File: src/rtl/if_id_skid_pkg.sv
// Shared pipeline constants for the IF/ID skid buffer (mirrors the core's define.v)
// plus the 2-bit fill-count encoding.
package if_id_skid_pkg;
    localparam logic        RstEnable   = 1'b1;
    localparam logic        ChipEnable  = 1'b1;
    localparam logic        ChipDisable = 1'b0;
    localparam int          InstAddrBus = 32;
    localparam int          InstBus     = 32;
    localparam logic [31:0] ZeroWord    = 32'h0000_0000;

    localparam logic [1:0]  CNT_EMPTY   = 2'd0;
    localparam logic [1:0]  CNT_ONE     = 2'd1;
    localparam logic [1:0]  CNT_TWO     = 2'd2;
endpackage

File: src/rtl/if_id_skid.sv
// IF/ID boundary: 2-entry skid FIFO between fetch and decode, head held in registers.
// pc_wd never credits a same-cycle pop, so the fetch already in flight always has a slot.
module if_id_skid
    import if_id_skid_pkg::*;
(
    input  logic                   clk,
    input  logic                   rst,
    input  logic                   ce,
    input  logic                   ifid_wd,
    input  logic [InstAddrBus-1:0] if_pc,
    input  logic [InstBus-1:0]     if_inst,
    output logic                   pc_wd,
    input  logic                   flush,
    input  logic                   id_stall,
    output logic [InstAddrBus-1:0] id_pc,
    output logic [InstBus-1:0]     id_inst,
    output logic                   id_valid,
    output logic                   ovf
);
    logic [1:0]             r_cnt;
    logic [InstAddrBus-1:0] r_pc0, r_pc1;
    logic [InstBus-1:0]     r_inst0, r_inst1;
    logic                   r_ovf;

    logic       w_push, w_pop;
    logic [2:0] w_fill;

    assign id_valid = (r_cnt != CNT_EMPTY);
    assign id_pc    = r_pc0;
    assign id_inst  = r_inst0;
    assign ovf      = r_ovf;

    assign w_push = ifid_wd & (ce == ChipEnable) & ~flush;
    assign w_pop  = id_valid & ~id_stall & ~flush;
    assign w_fill = {1'b0, r_cnt} + {2'b00, ifid_wd};
    assign pc_wd  = (rst != RstEnable) & (ce != ChipDisable) & ~flush & (w_fill <= 3'd1);

    always_ff @(posedge clk) begin
        if (rst == RstEnable) begin
            r_cnt   <= CNT_EMPTY;
            r_pc0   <= ZeroWord;
            r_inst0 <= ZeroWord;
            r_pc1   <= ZeroWord;
            r_inst1 <= ZeroWord;
            r_ovf   <= 1'b0;
        end else if (flush) begin
            r_cnt <= CNT_EMPTY;
        end else begin
            case (r_cnt)
                CNT_EMPTY: begin
                    if (w_push) begin
                        r_pc0   <= if_pc;
                        r_inst0 <= if_inst;
                        r_cnt   <= CNT_ONE;
                    end
                end
                CNT_ONE: begin
                    if (w_push && w_pop) begin
                        r_pc0   <= if_pc;
                        r_inst0 <= if_inst;
                    end else if (w_push) begin
                        r_pc1   <= if_pc;
                        r_inst1 <= if_inst;
                        r_cnt   <= CNT_TWO;
                    end else if (w_pop) begin
                        r_cnt <= CNT_EMPTY;
                    end
                end
                CNT_TWO: begin
                    if (w_pop) begin
                        r_pc0   <= r_pc1;
                        r_inst0 <= r_inst1;
                        r_cnt   <= CNT_ONE;
                    end
                    // A push here means the producer ignored pc_wd: drop it and flag.
                    if (w_push) r_ovf <= 1'b1;
                end
                default: r_cnt <= CNT_EMPTY;
            endcase
        end
    end
endmodule

File: config.mk
export PLATFORM = sky130hd
export DESIGN_NAME = if_id_skid
export DESIGN_NICKNAME = d
export VERILOG_FILES = /design/src/rtl/if_id_skid_pkg.sv /design/src/rtl/if_id_skid.sv
export SDC_FILE = /design/constraint.sdc
export NUM_CORES = 1
export LEC_CHECK = 0
export BUFFER_PORTS_ARGS = -buffer_cell sky130_fd_sc_hd__buf_2
export CAP_MARGIN = 40
export CORE_MARGIN = 1.5
export CORE_UTILIZATION = 57
export CTS_CLUSTER_SIZE = 24
export DETAILED_ROUTE_END_ITERATION = 7
export PLACE_DENSITY_LB_ADDON = 0.12
export RECOVER_POWER = 100
export SYNTH_ARGS = -nofsm -noshare
export SYNTH_HDL_FRONTEND = slang
export SYNTH_SLANG_ARGS = --single-unit
File: constraint.sdc
create_clock -name clk -period 4.3 [get_ports clk]
set_input_delay 0.86 -clock clk [delete_from_list [all_inputs] [get_ports clk]]
set_output_delay 0.86 -clock clk [all_outputs]
set_load 0.02 [all_outputs]
# == After elaboration in Yosys (flattened, before gate mapping) ==
# Cells that the tools add are included.
# word_totals
regBits,131
in_bits,70
elab_cells,49
# classes
add_sub_neg,1
n_lt_le_gt_ge,1
n_eq_ne,7
mux,14
bitwise,11
reduce_logical,9
# op_table
operator,n
2-to-1 mux 32 bit,6
one-hot mux 32 bit (3 select lines),2
2-to-1 mux 2 bit,5
"!= test 2 bit, second input constant",4
AND reduction 4 bit,2
AND 1 bit,7
one-hot mux 2 bit (3 select lines),1
AND reduction 5 bit,1
NOT 1 bit,4
adder 2 x 1 -> 3 bit,1
"<= comparator 3 x 1 -> 1 bit, second input constant",1
"!= test 3 bit, second input constant",1
AND reduction 3 bit,1
nonzero test 3 bit,1
"equality test 2 x 1 -> 1 bit, second input constant",1
"equality test 2 bit, second input constant",1
zero test 2 bit,1
nonzero test 2 bit,1
OR reduction 2 bit,1
logical AND 1 bit,1

# == Depth between registers and ports, before layout ==
# Gate-level depths: netlist (run 1).
# depth
depth_word,7
mapped_depth,6

# == Worst setup path after synthesis (run 1) ==
# Ideal clock, no wire load.
# synth_timing
path_kind,input -> output
startpoint,input rst
endpoint,output pc_wd
arrival_ns,1.940
slack_ns,1.500
stages,3
path_buffers,1
cell_sequence,clkbuf_1 -> or4b_2 -> a21oi_1
# synth_between
elab_chain_cells,4
# synth_lines
element,line_no,source
start: declaration,if_id_skid.sv:7,"input logic rst,"
NOT 1 bit,if_id_skid.sv:36,assign pc_wd = (rst != RstEnable) & (ce != ChipDisable) & ~flush & (w_fill <= 3'd1);
AND 1 bit (3 in a row),if_id_skid.sv:36,
end: declaration,if_id_skid.sv:12,"output logic pc_wd,"
# Every way passes these cells.

# == Worst setup path in the final report (run 1) ==
# layout_timing
startpoint,register r_cnt[1]
endpoint,register r_inst0[29] (netlist: id_inst[29])
# layout_between
elab_chain_cells,6
word_cells_on_any_way,13
# layout_lines
element,line_no,source
start: declaration,if_id_skid.sv:20,logic [1:0] r_cnt;
start signal: assignment,if_id_skid.sv:40,r_cnt <= CNT_EMPTY;
start signal: assignment,if_id_skid.sv:47,r_cnt <= CNT_EMPTY;
start signal: assignment,if_id_skid.sv:54,r_cnt <= CNT_ONE;
nonzero test 2 bit,if_id_skid.sv:28,assign id_valid = (r_cnt != CNT_EMPTY);
AND 1 bit (2 in a row),if_id_skid.sv:34,assign w_pop = id_valid & ~id_stall & ~flush;
logical AND 1 bit,if_id_skid.sv:58,if (w_push && w_pop) begin
!= test 2 bit (no source line),--,
AND reduction 5 bit (no source line),--,
end signal: assignment,if_id_skid.sv:42,r_inst0 <= ZeroWord;
end signal: assignment,if_id_skid.sv:60,r_inst0 <= if_inst;
end signal: assignment,if_id_skid.sv:72,r_inst0 <= r_inst1;
end: declaration,if_id_skid.sv:22,"logic [InstBus-1:0] r_inst0, r_inst1;"
# Parallel ways exist; a longest one is shown, timed or not.
# A chain may end at the register's enable or synchronous reset.

==> results of run 1 <==
-- synth_stat cells (2+ instances only) --
| library cell | count |
|---|---|
| buf_4 | 5 |
| clkbuf_1 | 23 |
| a211oi_1 | 9 |
| buf_6 | 7 |
| dfxtp_1 | 131 |
| and3_1 | 2 |
| nor2_1 | 57 |
| nand4bb_1 | 2 |
| a21oi_1 | 65 |
| nor2_2 | 10 |
| a211oi_2 | 56 |
| nand2_1 | 129 |
| mux2i_1 | 64 |
| buf_2 | 15 |
-- layout make-up --
cell class / count / area (µm²) / share of cell area
multi-input combinational: 405 / 2464 / 0.3772
timing repair buffer: 144 / 664.4 / 0.1017
clock inverter: 15 / 205.2 / 0.03142
sequential: 131 / 2623 / 0.4015
clock buffer: 17 / 414.1 / 0.06341
tap: 129 / 161.4 / 0.02471
-- where the power goes --
| part | switching, mW | internal (mW) |
|---|---|---|
| clock network | 0.541 | 0.947 |
| logic | 0.176 | 0.0939 |
| registers | 0.0254 | 1.26 |
-- final timing paths --
path	start	cells after the start	to	slack, ps
max	r_cnt[1]$_SDFFE_PP0P_	5	id_inst[29]$_SDFFE_PP0P_	1150
min	r_inst1[15]$_SDFFE_PP0P_	2	r_inst1[15]$_SDFFE_PP0P_	450
max reg2reg	r_cnt[1]$_SDFFE_PP0P_	5	id_inst[29]$_SDFFE_PP0P_	1150
min reg2reg	r_inst1[15]$_SDFFE_PP0P_	2	r_inst1[15]$_SDFFE_PP0P_	450
-- metrics by stage --
step           power, mW  worst slack, ps  area, µm²    util
6_report           3.041             1153       6531  0.7002
3_5_place_dp       1.611             1242       6220  0.6668
4_1_cts            3.093             1246       6839  0.7332
2_1_floorplan      1.509             1500       5518       -
3_3_place_gp       1.598             1237       6165  0.6609
5_1_grt            3.150            930.8       6531  0.7002
-- metal layers --
layer / vias to the layer above / wire [µm] / track usage
li1: 2245 / - / -
met1: 2157 / 5431 / 0.2919
met2: 117 / 6222 / 0.4156
met3: 16 / 579 / 0.05935
met4: 0 / 159 / 0.09509
met5: - / 0 / 0
-- critical path, stage by stage (launching register included) --
cell and delay [ps]:
dfxtp_1 500, or3b_1 440, a31oi_4 300, clkbuf_4 1060, nor2_1 150, a211oi_1 360
-- flip-flops by register name, indices dropped and copies added, names as in the netlist --
| name | count |
|---|---|
| id_inst | 32 |
| id_pc | 32 |
| r_inst1 | 32 |
| r_pc1 | 32 |
| r_cnt | 2 |
| ovf | 1 |
-- placed cells by master, fill, tap and decap left out, drive strengths merged --
| cell | synthesis | routed |
|---|---|---|
| dfxtp | 131 | 131 |
| a211oi | 65 | 65 |
| or3b | 1 | 1 |
| o21bai | 1 | 1 |
| clkinvlp | 0 | 3 |
| nand3b | 1 | 1 |
| a21oi | 65 | 65 |
| nor2 | 67 | 67 |
| a31oi | 1 | 1 |
| clkbuf | 23 | 90 |
| mux2i | 64 | 64 |
| nand3 | 1 | 1 |
| inv | 0 | 3 |
| nor3 | 1 | 1 |
| nand2b | 1 | 1 |
| nand4bb | 2 | 2 |
| nand2 | 129 | 129 |
| or2 | 1 | 1 |
| nor4bb | 1 | 1 |
| or4b | 1 | 1 |
| bufinv | 0 | 4 |
| clkinv | 0 | 5 |
| buf | 27 | 71 |
| a311oi | 1 | 1 |
| and3 | 2 | 2 |
-- cell families (layout without fill, tap and decap cells) --
kind of cell | after synthesis | after routing | share of synthesized area
AOI/OAI and AO/OA | 133 | 133 | 0.2034
buffers and inverters | 50 | 176 | 0.05034
DFF | 131 | 131 | 0.4753
muxes | 64 | 64 | 0.1161
and+or+nand+nor | 208 | 208 | 0.1549
==> impl_metrics.yaml, run 1 <==
layout:
  fill_cells: 824
  nets: 769
  area_delta_synth_final_pct: 18.37
  antenna_cells: 0
  final_cell_count_no_fill: 841
  drive_gt1_frac: 0.1980
synthesis:
  ys_types: 25
  synth_ff_type: "dfxtp_1"
  async_flop_share: 0
  syn-instance-count: 586
  ys_ff_latch: 131
  synth_edf_count: 0
  avgSynthCellArea_um2: 9.416
  synth.yosys.warnings: 0
  yosys.area.top_type: "dfxtp_1"
  synth_fp_nets: 656
  seq_area_frac_synth: 0.4753
  netlist_area_mm2: 0.005518
  synth_top_area_share: 0.4753
  ys_top_cells_by_area: "dfxtp_1, a211oi_2, mux2i_1"
routing:
  wl_per_cell_um: 14.73
  via_count: 4535
  wirelength_mm: 12.39
  drtAntennaViolNets: 0
  route.detailed.drc: 0
  drtIter0Drc: 121
  via_per_inst: 5.392
  drt-pass1-iter-count: 4
power:
  irDropWorstVdd_uv: 252.8
  powerDensity_mw_per_mm2: 465.6
  leakage_nw: 2.737
global_routing:
  grt.overflow.total: 0
  grt_pass1_wl_mm: 19.64
  track_usage: 0.2418
  antenna_found_initial: 0
  grt_start_max_net_pins: 121
  grt_pass1_vias: 4241
clocking:
  postCtsHoldBufs: 0
  root_buffer: "clkbuf_8"
  cts_tree: "built"
  post_cts.repair.setup_buffers: 0
  cts_buffers: 17
  clk_latency_ps: 510
  post_cts_resized: 0
  numClockSinks: 131
  clk_pin_slew_worst_paths_ps: 60
  cts_buffer_depth: 2
  htree_levels: 4
sta:
  max_freq_mhz: 317.8
  fin_setup_tns_ps: 0
  hold_violations: 0
  drv_slew: 82
  final.period_utilization: 0.7318
  setup_viol: 0
  holdWs_ps: 453.2
  fin_crit_ps: 3147
  slew_headroom: -0.007940
  worst_slew_pin_slew_ps: 1512
  skew_ps: 9.902
  rsz0062_at_grt: "false"
setup_path:
  crit_type: "register to register"
  cp.required_ps: 4680
  critPathLaunchType: "register"
  crit_fanout: 120
  worstSetupEndpointType: "register"
  cp.arrival_ps: 3520
flow_run:
  cap_viol_max_count: 0
outcome:
  violations: "slew limit"
  status: "finished, violations left"
placement:
  place_inst: 809
  hpwl_mm: 7.589
  gp_congestion: 0.7507
  port_buffers: 136
floorplanning:
  initial_core_util: 0.5915
  ios: 137
  dieWidth_um: 101.4
  rows: 35
  core-area_mm2: 0.009328
  die_area_mm2: 0.01028
  die_h_um: 101.4
hold_path:
  worstHoldPathType: "register to register"
No activity file was read; power rests on OpenSTA's default activity.
==> run 2, diff against run 1 <==
ABC_AREA = 1   (was unset)
CORE_UTILIZATION = 54   (was 57)
clock period = 3.2 ns   (was 4.3 ns; I/O delays follow)
==> run 2 against run 1 <==
- die area increased by 14%
- non-clock buffer count up 3
- register-to-register slack got worse by 290 ps
- the flow now finishes without violations
- largest power group unchanged
- worst hold slack worse by 130 ps
==> impl_metrics.yaml, run 2 <==
layout:
  area_delta_synth_final_pct: 19.60
  final_cell_count_no_fill: 1182
  final_common_cell: "nand2_1"
  drive_gt1_frac: 0.1113
  postLayoutCellArea_mm2: 0.007169
  antenna_cells: 0
  layout_common_cells: "nand2_1, nor2_1, dfxtp_1, inv_1, clkbuf_1"
  nets: 1099
clocking:
  cts_tree: "built"
  root_buffer: "clkbuf_8"
  cts_buffer_depth: 2
  htree_levels: 4
  numClockSinks: 131
  postCtsHoldBufs: 0
  cts_buffers: 17
  post_cts_resized: 0
  clk_pin_slew_worst_paths_ps: 60
  post_cts.repair.setup_buffers: 0
  clk_latency_ps: 520
sta:
  setup_viol: 0
  max_freq_mhz: 428.7
  hold_violations: 0
  worst_slew_pin_slew_ps: 1298
  skew_ps: 7.549
  fin_setup_tns_ps: 0
  slew_headroom: 0.1346
  final.period_utilization: 0.7289
  drv_slew: 0
  rsz0062_at_grt: "false"
  fin_crit_ps: 2333
floorplanning:
  ios: 137
  rows: 38
  die_area_mm2: 0.01174
  dieWidth_um: 108.4
  core-area_mm2: 0.01084
  die_h_um: 108.4
  initial_core_util: 0.5530
routing:
  wirelength_mm: 14.07
  drt-pass1-iter-count: 6
  via_per_inst: 4.851
  via_count: 5734
  route.detailed.drc: 0
  wl_per_cell_um: 11.90
  drtAntennaViolNets: 0
  drtIter0Drc: 317
placement:
  port_buffers: 136
  post_dp_cell_area_mm2: 0.006588
  place_inst: 1150
  gp_congestion: 0.8411
  hpwl_mm: 8.391
power:
  powerDensity_mw_per_mm2: 598.9
  clockPowerShare: 0.524
  p_switching_uw: 969.2
  leakage_nw: 3.373
  power_frac_comb: 0.081
  power_frac_seq: 0.394
  irDropWorstVdd_uv: 429.7
  p_int_mw: 3.325
  sw_frac_of_total: 0.2257
synthesis:
  synth.yosys.warnings: 0
  netlist_area_mm2: 0.005994
  ys_ff_latch: 131
  yosysMostFrequentCell: "nand2_1"
  synth_edf_count: 0
  synth_ff_type: "dfxtp_1"
  async_flop_share: 0
  avgSynthCellArea_um2: 6.502
  yosys.area.top_type: "dfxtp_1"
  synth_fp_nets: 992
  synth_top_area_share: 0.4375
  seq_area_frac_synth: 0.4375
  syn-instance-count: 922
  ys_types: 23
  synthTopCellsByCount: "nand2_1, nor2_1, dfxtp_1"
  ys_top_cells_by_area: "dfxtp_1, nand2_1, nor2_1"
global_routing:
  grt.overflow.total: 0
  grt_pass1_wl_mm: 22.83
  grt_start_max_net_pins: 130
  antenna_found_initial: 2
  track_usage: 0.2474
  grt_pass1_vias: 4872
setup_path:
  slowest_delay_ps: 940
  cp.arrival_ps: 2750
  crit_family: "buffers and inverters"
  path_buf_inv: 1
  cp.required_ps: 3620
  slowest_stage: "clkbuf_2"
  timing.critical_path.mode_cell: "nand2_1"
  crit_type: "register to register"
  path_cells: "a21oi_1, nand2_1, nor2_4, clkbuf_2, nand3_1, nand2_1, nor2_1"
  critPathLaunchType: "register"
  crit_fanout: 64
  worstSetupEndpointType: "register"
flow_run:
  cap_viol_max_count: 0
outcome:
  status: "finished, final reports clean"
hold_path:
  worstHoldPathType: "primary input to register"
==> run 2: cell families (layout without fill, tap and decap cells) <==
kind of cell | Yosys count | in the layout | synth area share
buffers and inverters | 141 | 261 | 0.1163
AND/OR/NAND/NOR | 559 | 559 | 0.3686
XOR/XNOR | 1 | 1 | 0.001461
AO/OA/AOI/OAI | 90 | 90 | 0.07619
flip-flops | 131 | 131 | 0.4375
==> run 2: worst reg2reg max path, stage by stage, from the launching register on <==
cell      delay (ps)
dfxtp_1          360
a21oi_1          260
nand2_1          130
nor2_4            80
clkbuf_2         940
nand3_1          250
nand2_1          150
nor2_1            50
==> run 2: final cells by class <==
cell class	instances	area, µm²
Tap cell	140	175.2
Multi-Input combinational cell	650	2683
Clock inverter	12	251.5
Timing Repair Buffer	147	693.2
Clock buffer	20	435.4
Inverter	82	309.0
Sequential cell	131	2623
Fill cell	1039	3671
==> run 2: final timing paths <==
path              slack, ps                  start                       to  cells past startpoint
hold reg to reg         450  r_pc1[8]$_SDFFE_PP0P_    r_pc1[8]$_SDFFE_PP0P_                      2
setup reg to reg        870  r_cnt[1]$_SDFFE_PP0P_  id_inst[1]$_SDFFE_PP0P_                      7
setup / recovery        870  r_cnt[1]$_SDFFE_PP0P_  id_inst[1]$_SDFFE_PP0P_                      7
hold / removal          320                    rst         ovf$_SDFFE_PP0P_                      2
==> run 2: metal layers <==
layer,global-route usage,wire length (µm),up-vias,share of wire
met5,0,28,-,0.0020
met4,0.09492,223,4,0.016
met3,0.07836,956,23,0.068
met2,0.3992,6589,148,0.47
met1,0.3084,6267,2524,0.45
li1,-,-,3035,-
==> run 2: per-stage QoR <==
| stage | power (mW) | hold WS [ps] | setup slack, ps | utilization |
|---|---|---|---|---|
| floorplan | 1.968 | 424.5 | 1171 | - |
| global placement | 2.085 | 436.1 | 1042 | 0.6077 |
| detailed placement | 2.089 | 443.3 | 1019 | 0.6077 |
| CTS | 4.331 | 306.2 | 1124 | 0.6711 |
| global route | 4.447 | 314.3 | 626.1 | 0.6614 |
| finish | 4.294 | 320.3 | 867.4 | 0.6614 |
==> run 2: power groups by stage <==
stage	Combinational [mW]	Sequential (mW)	Clock (mW)
2_1_floorplan	0.195	1.77	0
3_3_place_gp	0.358	1.73	0
3_5_place_dp	0.360	1.73	0
4_1_cts	0.363	1.69	2.27
5_1_grt	0.398	1.70	2.35
6_report	0.350	1.69	2.25
